**src/rtl/kaipokrandt_bus_arbiter_pkg.sv**
```systemverilog
// +--------------------------------------------------------------------------+
// | kaipokrandt_bus_arbiter_pkg: shared states, defaults and width helper.   |
// | Revision: 1.0                                                            |
// +--------------------------------------------------------------------------+
`default_nettype none

package kaipokrandt_bus_arbiter_pkg;

  localparam int unsigned c_def_nreq        = 4;
  localparam int unsigned c_def_max_hold    = 8;
  localparam int unsigned c_def_turn_cycles = 1;

  // owner/last_owner are always 3 bits wide (NREQ <= 8)
  localparam int unsigned c_owner_w = 3;

  localparam logic [1:0] c_st_idle = 2'd0;
  localparam logic [1:0] c_st_own  = 2'd1;
  localparam logic [1:0] c_st_turn = 2'd2;

  function automatic int unsigned cnt_width(input int unsigned n);
    return (n > 1) ? $clog2(n) : 1;
  endfunction

endpackage

`default_nettype wire

```
**src/rtl/kaipokrandt_rr_pick.sv**
```systemverilog
// +--------------------------------------------------------------------------+
// | kaipokrandt_rr_pick: combinational round-robin winner search.            |
// | Revision: 1.0                                                            |
// +--------------------------------------------------------------------------+
`default_nettype none

module kaipokrandt_rr_pick
  import kaipokrandt_bus_arbiter_pkg::*;
#(
  parameter int unsigned NREQ = c_def_nreq
) (
  input  logic [NREQ-1:0]      req,
  input  logic [c_owner_w-1:0] last_owner,
  output logic [c_owner_w-1:0] winner,
  output logic                 any
);

  localparam int unsigned c_iw = cnt_width(NREQ);

  logic [c_iw-1:0] w_idx;

  // Walk from the farthest candidate to the nearest so the nearest set bit
  // after last_owner is the final assignment.
  always_comb begin
    w_idx  = '0;
    winner = '0;
    for (int i = NREQ; i >= 1; i--) begin
      w_idx = c_iw'((int'(last_owner) + i) % NREQ);
      if (req[w_idx]) begin
        winner = c_owner_w'(w_idx);
      end
    end
  end

  assign any = |req;

endmodule

`default_nettype wire

```
**src/rtl/kaipokrandt_bus_arbiter.sv**
```systemverilog
// +--------------------------------------------------------------------------+
// | kaipokrandt_bus_arbiter: round-robin tristate bus owner with hold limit  |
// | and all-off turnaround. Revision: 1.0                                    |
// +--------------------------------------------------------------------------+
`default_nettype none

module kaipokrandt_bus_arbiter
  import kaipokrandt_bus_arbiter_pkg::*;
#(
  parameter int unsigned NREQ        = c_def_nreq,
  parameter int unsigned MAX_HOLD    = c_def_max_hold,
  parameter int unsigned TURN_CYCLES = c_def_turn_cycles
) (
  input  logic                 clk,
  input  logic                 reset,
  input  logic [NREQ-1:0]      req,
  output logic [NREQ-1:0]      gnt,
  output logic [c_owner_w-1:0] owner,
  output logic                 busy,
  output logic                 turn
);

  localparam int unsigned c_hw = cnt_width(MAX_HOLD);
  localparam int unsigned c_tw = cnt_width(TURN_CYCLES);
  localparam logic [c_hw-1:0] c_hold_max  = c_hw'(MAX_HOLD - 1);
  localparam logic [c_tw-1:0] c_turn_last = c_tw'(TURN_CYCLES - 1);
  localparam logic [NREQ-1:0] c_gnt_one   = {{(NREQ-1){1'b0}}, 1'b1};

  logic [1:0]           r_state, w_state_nxt;
  logic [NREQ-1:0]      r_gnt, w_gnt_nxt;
  logic [c_owner_w-1:0] r_owner, w_owner_nxt;
  logic [c_owner_w-1:0] r_last, w_last_nxt;
  logic [c_hw-1:0]      r_hold, w_hold_nxt;
  logic [c_tw-1:0]      r_tcnt, w_tcnt_nxt;

  logic [c_owner_w-1:0] w_winner;
  logic                 w_any;
  logic                 w_own_req;
  logic                 w_others_req;
  logic                 w_preempt;
  logic                 w_take;

  kaipokrandt_rr_pick #(
    .NREQ (NREQ)
  ) u_rr_pick (
    .req        (req),
    .last_owner (r_last),
    .winner     (w_winner),
    .any        (w_any)
  );

  // r_gnt is one-hot on the owner while in OWN, so it doubles as the mask.
  assign w_own_req    = |(req & r_gnt);
  assign w_others_req = |(req & ~r_gnt);
  assign w_preempt    = (r_hold == c_hold_max) && w_others_req;

  always_ff @(posedge clk or negedge reset) begin
    if (!reset) begin
      r_state <= c_st_idle;
      r_gnt   <= '0;
      r_owner <= '0;
      r_last  <= c_owner_w'(NREQ - 1);
      r_hold  <= '0;
      r_tcnt  <= '0;
    end else begin
      r_state <= w_state_nxt;
      r_gnt   <= w_gnt_nxt;
      r_owner <= w_owner_nxt;
      r_last  <= w_last_nxt;
      r_hold  <= w_hold_nxt;
      r_tcnt  <= w_tcnt_nxt;
    end
  end

  always_comb begin
    w_state_nxt = r_state;
    w_gnt_nxt   = r_gnt;
    w_owner_nxt = r_owner;
    w_last_nxt  = r_last;
    w_hold_nxt  = r_hold;
    w_tcnt_nxt  = r_tcnt;
    w_take      = 1'b0;

    case (r_state)
      c_st_idle: begin
        w_take = w_any;
      end

      c_st_own: begin
        if (!w_own_req || w_preempt) begin
          w_state_nxt = c_st_turn;
          w_gnt_nxt   = '0;
          w_tcnt_nxt  = '0;
        end else if (r_hold != c_hold_max) begin
          w_hold_nxt = r_hold + 1'b1;
        end
      end

      c_st_turn: begin
        // Requests are only looked at on the final turnaround edge.
        if (r_tcnt == c_turn_last) begin
          if (w_any) begin
            w_take = 1'b1;
          end else begin
            w_state_nxt = c_st_idle;
          end
        end else begin
          w_tcnt_nxt = r_tcnt + 1'b1;
        end
      end

      default: begin
        w_state_nxt = c_st_idle;
        w_gnt_nxt   = '0;
      end
    endcase

    if (w_take) begin
      w_state_nxt = c_st_own;
      w_gnt_nxt   = c_gnt_one << w_winner;
      w_owner_nxt = w_winner;
      w_last_nxt  = w_winner;
      w_hold_nxt  = '0;
    end
  end

  always_comb begin
    gnt   = r_gnt;
    owner = r_owner;
    busy  = |r_gnt;
    turn  = (r_state == c_st_turn);
  end

endmodule

`default_nettype wire

```
**config.mk**
```make
export PLATFORM = sky130hd
export DESIGN_NAME = kaipokrandt_bus_arbiter
export DESIGN_NICKNAME = d
export VERILOG_FILES = /design/src/rtl/kaipokrandt_bus_arbiter_pkg.sv /design/src/rtl/kaipokrandt_rr_pick.sv /design/src/rtl/kaipokrandt_bus_arbiter.sv
export SDC_FILE = /design/constraint.sdc
export NUM_CORES = 1
export LEC_CHECK = 0
export CAP_MARGIN = 20
export CELL_PAD_IN_SITES_DETAIL_PLACEMENT = 0
export CELL_PAD_IN_SITES_GLOBAL_PLACEMENT = 1
export CORE_MARGIN = 3
export CORE_UTILIZATION = 38
export DETAILED_ROUTE_END_ITERATION = 8
export PLACE_DENSITY_LB_ADDON = 0.1
export SETUP_SLACK_MARGIN = 0.15
export SLEW_MARGIN = 20
export SYNTH_ARGS = -nofsm -noshare
export SYNTH_HDL_FRONTEND = slang
export SYNTH_SLANG_ARGS = --single-unit
```
**constraint.sdc**
```tcl
create_clock -name clk -period 2.2 [get_ports clk]
set_clock_uncertainty 0.05 [all_clocks]
set_input_delay 0.44 -clock clk [delete_from_list [all_inputs] [get_ports clk]]
set_output_delay 0.44 -clock clk [all_outputs]
set_load 0.01 [all_outputs]
```
# Word-level counts from Yosys, hierarchy flattened
# Cells that the tools add are included.
# totals
regBits	14
inputBits	6
out_inout_bits	9
wordCells	77
# classes
n_mux	30
n_lt_le_gt_ge	4
n_reduce_logical	16
eq_ne	11
addsub	6
n_bitwise	3
n_shift	1
# ops
operator	count
2-to-1 mux 2 bit	8
OR reduction 4 bit	4
< comparator 2 x 3 -> 1 bit, second input constant	4
2-to-1 mux 3 bit	4
AND 4 bit	2
binary-select mux 1 bit (select 2 bit)	4
2-to-1 mux 1 bit	8
2-to-1 mux 4 bit	2
case mux 4 bit (2 select lines)	1
inequality test 2 bit, second input constant	3
inequality test 3 x 2 -> 1 bit, second input constant	2
inequality test 3 bit, second input constant	2
case mux 2 bit (3 select lines)	1
nonzero test 2 bit	3
adder 2 x 1 -> 2 bit, second input constant	2
adder 2 bit, second input constant	2
inverter 4 bit	1
case mux 1 bit (2 select lines)	2
AND reduction 2 bit	2
AND reduction 4 bit	1
<< shifter 1 x 2 -> 4 bit, first input constant	1
adder 3 x 1 -> 3 bit, second input constant	1
equality test 3 bit, second input constant	1
AND reduction 3 bit	1
9 further kinds	9

# Depth between registers and ports, before layout
# Gate-level depths: netlist of run 1.
# logic_depth
depth_word	9
depth_mapped	5

# Hierarchy
# From an unflattened synthesis of run 1, not the netlist that was laid out.
# unflattened
hier_cells	89
area_unflattened_um2	847.1
# modules_own_cells
module	area_per_inst_um2	seq_area_each_um2	instances	cells_per_inst
kaipokrandt_bus_arbiter	744.5	352.8	1	73
kaipokrandt_rr_pick	102.6	0.0	1	16

# Worst setup path after synthesis of run 1
# Ideal clock, no wire load.
# synth_timing
path_kind	flip-flop to flip-flop
startpoint	reg r_hold[0]
endpoint	reg r_hold[1]
path_buffers	0
slack_ns	0.673
arrival_ns	1.344
synth_period_minus_slack_ns	1.527
required_time_ns	2.017
path_stages_with_launch	6
cell_sequence	dfrtp_1 > ha_1 > ha_1 > a211oi_2 > mux2i_1 > nor2_1
# synth_via
elab_chain_len	5
elab_cells_between_ends	12
cone_classes	add/sub (1); eq/ne (3); mux (4); reduce/logical (4)
# synth_rtl
element	line	text
from (decl)	kaipokrandt_bus_arbiter.sv:33	logic [c_hw-1:0] r_hold, w_hold_nxt;
from (signal assigned)	kaipokrandt_bus_arbiter.sv:70	r_hold <= w_hold_nxt;
adder 3 x 1 -> 3 bit or equality test 3 bit (tied branches)	kaipokrandt_bus_arbiter.sv:95, kaipokrandt_bus_arbiter.sv:55	
2-to-1 mux 3 bit or logical AND 1 bit (tied branches)	kaipokrandt_bus_arbiter.sv:94, kaipokrandt_bus_arbiter.sv:55	
2-to-1 mux 3 bit or logical OR 1 bit (tied branches)	kaipokrandt_bus_arbiter.sv:90	if (!w_own_req || w_preempt) begin
2-to-1 mux 3 bit or inequality test 2 bit (tied branches)	n/a	
2-to-1 mux 3 bit or AND reduction 3 bit (tied branches)	n/a	
# Several ways; a longest one is shown, not always the timed one. The select of a mux whose other input is x is not followed.
# A chain may end at the register's enable or synchronous reset.

# Worst setup path in the final report of run 1
# layout_timing
startpoint	reg r_gnt[3] (netlist: gnt[3])
endpoint	out busy
# layout_via
elab_chain_len	1
# layout_rtl
element	line	text
from (decl)	kaipokrandt_bus_arbiter.sv:30	logic [NREQ-1:0] r_gnt, w_gnt_nxt;
from (signal assigned)	kaipokrandt_bus_arbiter.sv:67	r_gnt <= w_gnt_nxt;
OR reduction 4 bit	kaipokrandt_bus_arbiter.sv:130	busy = |r_gnt;
to (decl)	kaipokrandt_bus_arbiter.sv:19	output logic busy,
# No other way between the ends.

==> results of run 1 <==
## flip-flops by register name (all words and copies together), names as in the netlist
name     cells
r_last       2
gnt          4
r_state      2
r_hold       3
owner        2
## kinds of logic (layout without fill, tap and decap cells)
| kind of cell | Yosys count | count (layout) |
|---|---|---|
| mux | 3 | 3 |
| flops | 13 | 13 |
| xor+xnor | 1 | 1 |
| compound gates | 22 | 22 |
| other cells | 1 | 1 |
| fa+ha+maj | 2 | 2 |
| buf+inv | 7 | 22 |
| simple gates | 25 | 25 |
## synthesized netlist by cell type
cell / n
buf_2: 1
buf_6: 1
o41ai_2: 1
xnor2_1: 1
a211oi_1: 1
nand2b_1: 3
a21oi_1: 7
dfstp_2: 2
nand4_1: 1
a22o_1: 1
ha_1: 2
or2_1: 1
buf_4: 1
a21o_1: 2
nor2b_2: 1
nand2_1: 5
o221ai_1: 1
a211oi_2: 1
mux2i_1: 3
a22oi_1: 2
o221a_1: 1
o32ai_1: 2
dfrtp_1: 11
nor4_1: 1
conb_1: 1
o2bb2ai_1: 2
a2111oi_4: 1
inv_1: 4
nor2_1: 7
nor2b_1: 6
## timing repair
action / 4_1_cts / 5_1_grt
hold endpoints to repair: 0 / 0
setup endpoints to repair: 0 / 3
gates resized for setup: 0 / 1
hold buffers: 0 / 0
## stage by stage
| step | util (%) | setup WS, ns |
|---|---|---|
| detailed placement | 50.0 | -0.0160 |
| global route | 51.8 | 0.207 |
| finish | 51.8 | 0.314 |
| floorplan | - | 0.673 |
| global placement | 50.0 | -0.0473 |
| CTS | 51.5 | 0.265 |
## worst max path at each step
| stage | from | endpoint | depth (start not counted) |
|---|---|---|---|
| finish | gnt[3]$_DFFE_PN0P_ | busy | 3 |
| detailed placement | req[3] | owner[1]$_DFFE_PN0P_ | 5 |
| global route | req[3] | r_hold[2]$_DFFE_PN0P_ | 5 |
| CTS | req[3] | owner[1]$_DFFE_PN0P_ | 5 |
| floorplan | r_hold[0]$_DFFE_PN0P_ | r_hold[1]$_DFFE_PN0P_ | 5 |
| global placement | req[3] | owner[1]$_DFFE_PN0P_ | 5 |
## per-layer routing
metal | track usage, % | vias to the layer above
met1 | 19.6 | 269
met5 | 0 | -
met4 | 6.73 | 0
met3 | 2.37 | 4
met2 | 19.6 | 13
li1 | - | 300
## final cells by class
class	count	area, um^2
repair buffers	14	138
inverters	4	15.0
multi-input cells	54	395
well taps	25	31.3
fillers	188	868
clock buffers	4	26.3
flip-flops and latches	13	328
## power breakdown
part,switching (mW),internal (mW),total [mW]
clock network,0.0745,0.0703,0.145
registers,0.0979,0.348,0.446
logic,0.287,0.299,0.585
total,0.459,0.717,1.18
## layout by cell type (no fill, tap or decap), types with 2 or more instances in the layout
cell	instances
o2bb2ai_1	2
mux2i_1	3
dfstp_2	2
dfrtp_1	11
a21oi_1	7
a22oi_1	2
clkdlybuf4s50_1	13
o32ai_1	2
nor2_1	7
nand2b_1	3
clkbuf_4	3
ha_1	2
inv_1	4
nor2b_1	6
a21o_1	2
nand2_1	5
==> results.sh, run 1 <==
export IMPL_synth_xor_area_share_pct=1.16
export IMPL_place_congestion=0.762
export IMPL_reg2reg_from="r_hold[0]$_DFFE_PN0P_"
export IMPL_avgRoutedWirePerCell_um=13.1
export IMPL_drtIter0Drc=8
export IMPL_reg2regPathDepth=5
export IMPL_place_area_um2=901
export IMPL_power_density_mw_per_mm2=1260
export IMPL_arrival_ns=1.40
export IMPL_ctsRootBufferMaster="clkbuf_4"
export IMPL_firstDrtPassIters=4
export IMPL_power_mw=1.18
export IMPL_grt_pass1_vias=581
export IMPL_synthCells=74
export IMPL_start_util_pct=41.9
export IMPL_critPathKind="flop to output pin"
export IMPL_placed_cells=110
export IMPL_holdCritStartpoint="owner[1]$_DFFE_PN0P_"
export IMPL_crit_chain="inv_1 > nand4_1 > clkdlybuf4s50_1"
export IMPL_yosysSeqAreaShare_pct=43.4
export IMPL_period_minus_slack_ns=1.89
export IMPL_via_count=586
export IMPL_die_y_um=50.6
export IMPL_reg2reg_slack_ns=0.54
export IMPL_muxShareOfSynthArea_pct=3.97
export IMPL_min_to="owner[1]$_DFFE_PN0P_"
export IMPL_end_kind="output pin"
export IMPL_cap_violations=0
export IMPL_grt_first_pass_wirelength_um=2690
export IMPL_fp_dieArea_mm2=0.00256
export IMPL_crit_path_top_delay_cell="clkdlybuf4s50_1"
export IMPL_syn2layout_area_growth_pct=23.5
export IMPL_min_path_type="flop to flop"
export IMPL_drive_gt1_share_pct=12.4
export IMPL_finalInstanceArea_um2=933
export IMPL_grt_overflow=0
export IMPL_rsz0062_at_grt="no"
export IMPL_cts_sinks=13
export IMPL_cts_post_setup_buffers_inserted=0
export IMPL_routedLengthMet1_um=761
export IMPL_cp_data_required_time_ns=1.71
export IMPL_whs_path_depth=1
export IMPL_slew_viol_final=0
export IMPL_synth_cell_types=30
export IMPL_drt_wl_total_um=1490
export IMPL_relSlewSlack_pct=60.8
export IMPL_clk_latency_ns=0.27
export IMPL_final_antenna_net_count=0
export IMPL_irDropWorstVdd_v=0.000586
export IMPL_p_leak_nw=0.384
export IMPL_rows=15
export IMPL_synth_area_leaders="dfrtp_1, dfstp_2, nor2b_1"
export IMPL_netlist_area_leader_share_pct=36.4
export IMPL_critPathBufInv=2
export IMPL_cpPeakStageDelay_ns=0.54
export IMPL_grt_max_degree=14
export IMPL_cp_top_family="buffers and inverters"
export IMPL_htree_levels=1
export IMPL_core_area_mm2=0.00180
export IMPL_r2r_end="r_hold[2]$_DFFE_PN0P_"
export IMPL_yosysWarnings=0
export IMPL_clk_pin_slew_worst_paths_ns=0.07
export IMPL_hold_viol_final=0
export IMPL_synth_simple_area_share_pct=17.1
export IMPL_synth_compound_area_share_pct=25.5
export IMPL_antenna_found_initial=0
export IMPL_cts_tree="built"
export IMPL_dp_hpwl_um=1180
export IMPL_cp_start_kind="flop"
export IMPL_fin_cells=114
export IMPL_tightest_slew_ns=0.586
export IMPL_cts_buffers=3
export IMPL_synth_top_cell_by_area="dfrtp_1"
export IMPL_path_max_fanout=4
export IMPL_num_antenna_cells=0
export IMPL_io_buffer_count=13
export IMPL_syn_area_um2=756
export IMPL_ios=15
export IMPL_top_layer="met4"
export IMPL_synthAdderAreaFrac_pct=3.31
export IMPL_whs_ns=0.436
export IMPL_wl_met2_um=633
export IMPL_synth_avg_cell_area_um2=10.2
export IMPL_via_per_inst=5.14
export IMPL_outcome="finished, final reports clean"
export IMPL_syn_nets=82
export IMPL_fin_crit_sh_pct=85.7
export IMPL_fin_nets=98
export IMPL_setup_violations=0
export IMPL_grt_usage_pct=13.7
export IMPL_dr_wl_met3_um=64
export IMPL_die_w_um=50.6
export IMPL_synth_seq_cells=13
export IMPL_clock_fmax_ghz=0.530
export IMPL_clk_path_buf_depth=2
export IMPL_synth_top_family_by_area="compound AO/OA/AOI/OAI gates"
export IMPL_drc=0
export IMPL_finalSetupTns_ns=0
Note: power is estimated with default switching activity, not from simulation.
==> inputs of run 2 (changes only) <==
- RECOVER_POWER: default -> 25
==> run 2 against run 1 <==
Critical path depth did not move. Clock power barely moved. Sequential power barely moved. Utilization did not move. Worst hold slack did not move. Via count did not move. Final area did not move. Largest cell class unchanged.
==> results.sh, run 2 (synthesis gave the netlist of run 1 again) <==
export IMPL_firstDrtPassIters=4
export IMPL_critPathBufInv=2
export IMPL_io_buffer_count=13
export IMPL_clk_path_buf_depth=2
export IMPL_crit_chain="inv_1 > nand4_1 > clkdlybuf4s50_1"
export IMPL_sw_frac_of_total_pct=39.1
export IMPL_cts_sinks=13
export IMPL_drtIter0Drc=8
export IMPL_start_util_pct=41.9
export IMPL_setup_violations=0
export IMPL_relSlewSlack_pct=60.4
export IMPL_grt_max_degree=14
export IMPL_cts_buffers=3
export IMPL_syn2layout_area_growth_pct=23.5
export IMPL_clk_latency_ns=0.27
export IMPL_placed_cells=110
export IMPL_drt_wl_total_um=1490
export IMPL_drc=0
export IMPL_critPathKind="flop to output pin"
export IMPL_htree_levels=1
export IMPL_place_area_um2=901
export IMPL_grt_overflow=0
export IMPL_grt_usage_pct=13.7
export IMPL_cts_post_setup_buffers_inserted=0
export IMPL_power_density_mw_per_mm2=1260
export IMPL_rows=15
export IMPL_fin_nets=98
export IMPL_grt_first_pass_wirelength_um=2690
export IMPL_fin_cells=114
export IMPL_dp_hpwl_um=1180
export IMPL_grt_pass1_vias=581
export IMPL_num_antenna_cells=0
export IMPL_final_common_cell="clkdlybuf4s50_1"
export IMPL_cts_tree="built"
export IMPL_ios=15
export IMPL_place_congestion=0.762
export IMPL_antenna_found_initial=0
export IMPL_die_w_um=50.6
export IMPL_final_antenna_net_count=0
export IMPL_arrival_ns=1.40
export IMPL_fin_crit_sh_pct=85.7
export IMPL_clockPowerShare_pct=12.3
export IMPL_cpPeakStageDelay_ns=0.54
export IMPL_rsz0062_at_grt="no"
export IMPL_min_path_type="flop to flop"
export IMPL_via_per_inst=5.14
export IMPL_cp_top_family="buffers and inverters"
export IMPL_avgRoutedWirePerCell_um=13.1
export IMPL_clock_fmax_ghz=0.530
export IMPL_cp_start_kind="flop"
export IMPL_end_kind="output pin"
export IMPL_hold_viol_final=0
export IMPL_die_y_um=50.6
export IMPL_crit_path_top_delay_cell="clkdlybuf4s50_1"
export IMPL_power_frac_seq_pct=37.9
export IMPL_finalInstanceArea_um2=933
export IMPL_irDropWorstVdd_v=0.000586
export IMPL_drive_gt1_share_pct=12.4
export IMPL_fp_dieArea_mm2=0.00256
export IMPL_p_leak_nw=0.384
export IMPL_slew_viol_final=0
export IMPL_clk_pin_slew_worst_paths_ns=0.07
export IMPL_cp_data_required_time_ns=1.71
export IMPL_ctsRootBufferMaster="clkbuf_4"
export IMPL_outcome="finished, final reports clean"
export IMPL_p_int_uw=717
export IMPL_tightest_slew_ns=0.592
export IMPL_layout_common_cells="clkdlybuf4s50_1, dfrtp_1, nor2_1, a21oi_1, nor2b_1"
export IMPL_largest_reg_flops=4
export IMPL_via_count=586
export IMPL_comb_power_share_pct=49.7
export IMPL_path_max_fanout=4
export IMPL_core_area_mm2=0.00180
export IMPL_period_minus_slack_ns=1.89
export IMPL_power_switching_uw=459
export IMPL_whs_ns=0.436
export IMPL_cap_violations=0
## run 2: worst register-to-register path, delay by kind of cell (launching register included)
kind                     cells  cell delay [ns]
AO/OA/AOI/OAI                1             0.38
adder cells (fa/ha/maj)      2             0.42
flip-flops                   1             0.40
multiplexers                 1             0.24
AND/OR/NAND/NOR              1             0.05
## run 2: cell type report
type                    count  area, um^2
clock buffers               4        26.3
well taps                  25        31.3
inverters                   4        15.0
repair buffers             14         138
flip-flops and latches     13         328
multi-input cells          54         395
fillers                   188         868
## run 2: final timing paths
check                                            from                      to  slack [ns]  cells past startpoint
worst max-delay path               gnt[3]$_DFFE_PN0P_                    busy        0.31                      3
worst min-delay path             owner[1]$_DFFE_PN0P_    owner[1]$_DFFE_PN0P_        0.44                      1
worst max register to register  r_hold[0]$_DFFE_PN0P_   r_hold[2]$_DFFE_PN0P_        0.54                      5
worst min register to register   owner[1]$_DFFE_PN0P_    owner[1]$_DFFE_PN0P_        0.44                      1
max in group asynchronous                       reset      gnt[2]$_DFFE_PN0P_        1.16                      1
min in group asynchronous                       reset  r_state[0]$_DFFE_PN0P_        0.55                      1
## run 2: repair_timing
| item | 4_1_cts | 5_1_grt |
|---|---|---|
| hold buffers | 0 | 0 |
| gates resized for setup | 0 | 1 |
| setup endpoints to repair | 0 | 3 |
## run 2: power by group through the flow
stage	Clock, mW	Combinational [mW]	Sequential, mW
floorplan	0	0.386	0.436
global placement	0	0.588	0.447
detailed placement	0	0.592	0.448
CTS	0.149	0.595	0.444
global route	0.161	0.647	0.467
finish	0.145	0.585	0.446
## run 2: through the flow
step	total power, mW	worst slack (ns)	setup TNS [ns]	util (%)
global placement	1.03	-0.0473	-0.105	50.0
detailed placement	1.04	-0.0160	-0.0238	50.0
CTS	1.19	0.265	0	51.5
global route	1.28	0.207	0	51.8
floorplan	0.822	0.673	0	-
finish	1.18	0.314	0	51.8
## run 2: layer usage
layer  vias up  global-route usage (%)  wire, um
met4         0                    6.73        34
met5         -                       0         0
met3         4                    2.37        64
li1        300                       -         -
met2        13                    19.6       634
met1       269                    19.6       761
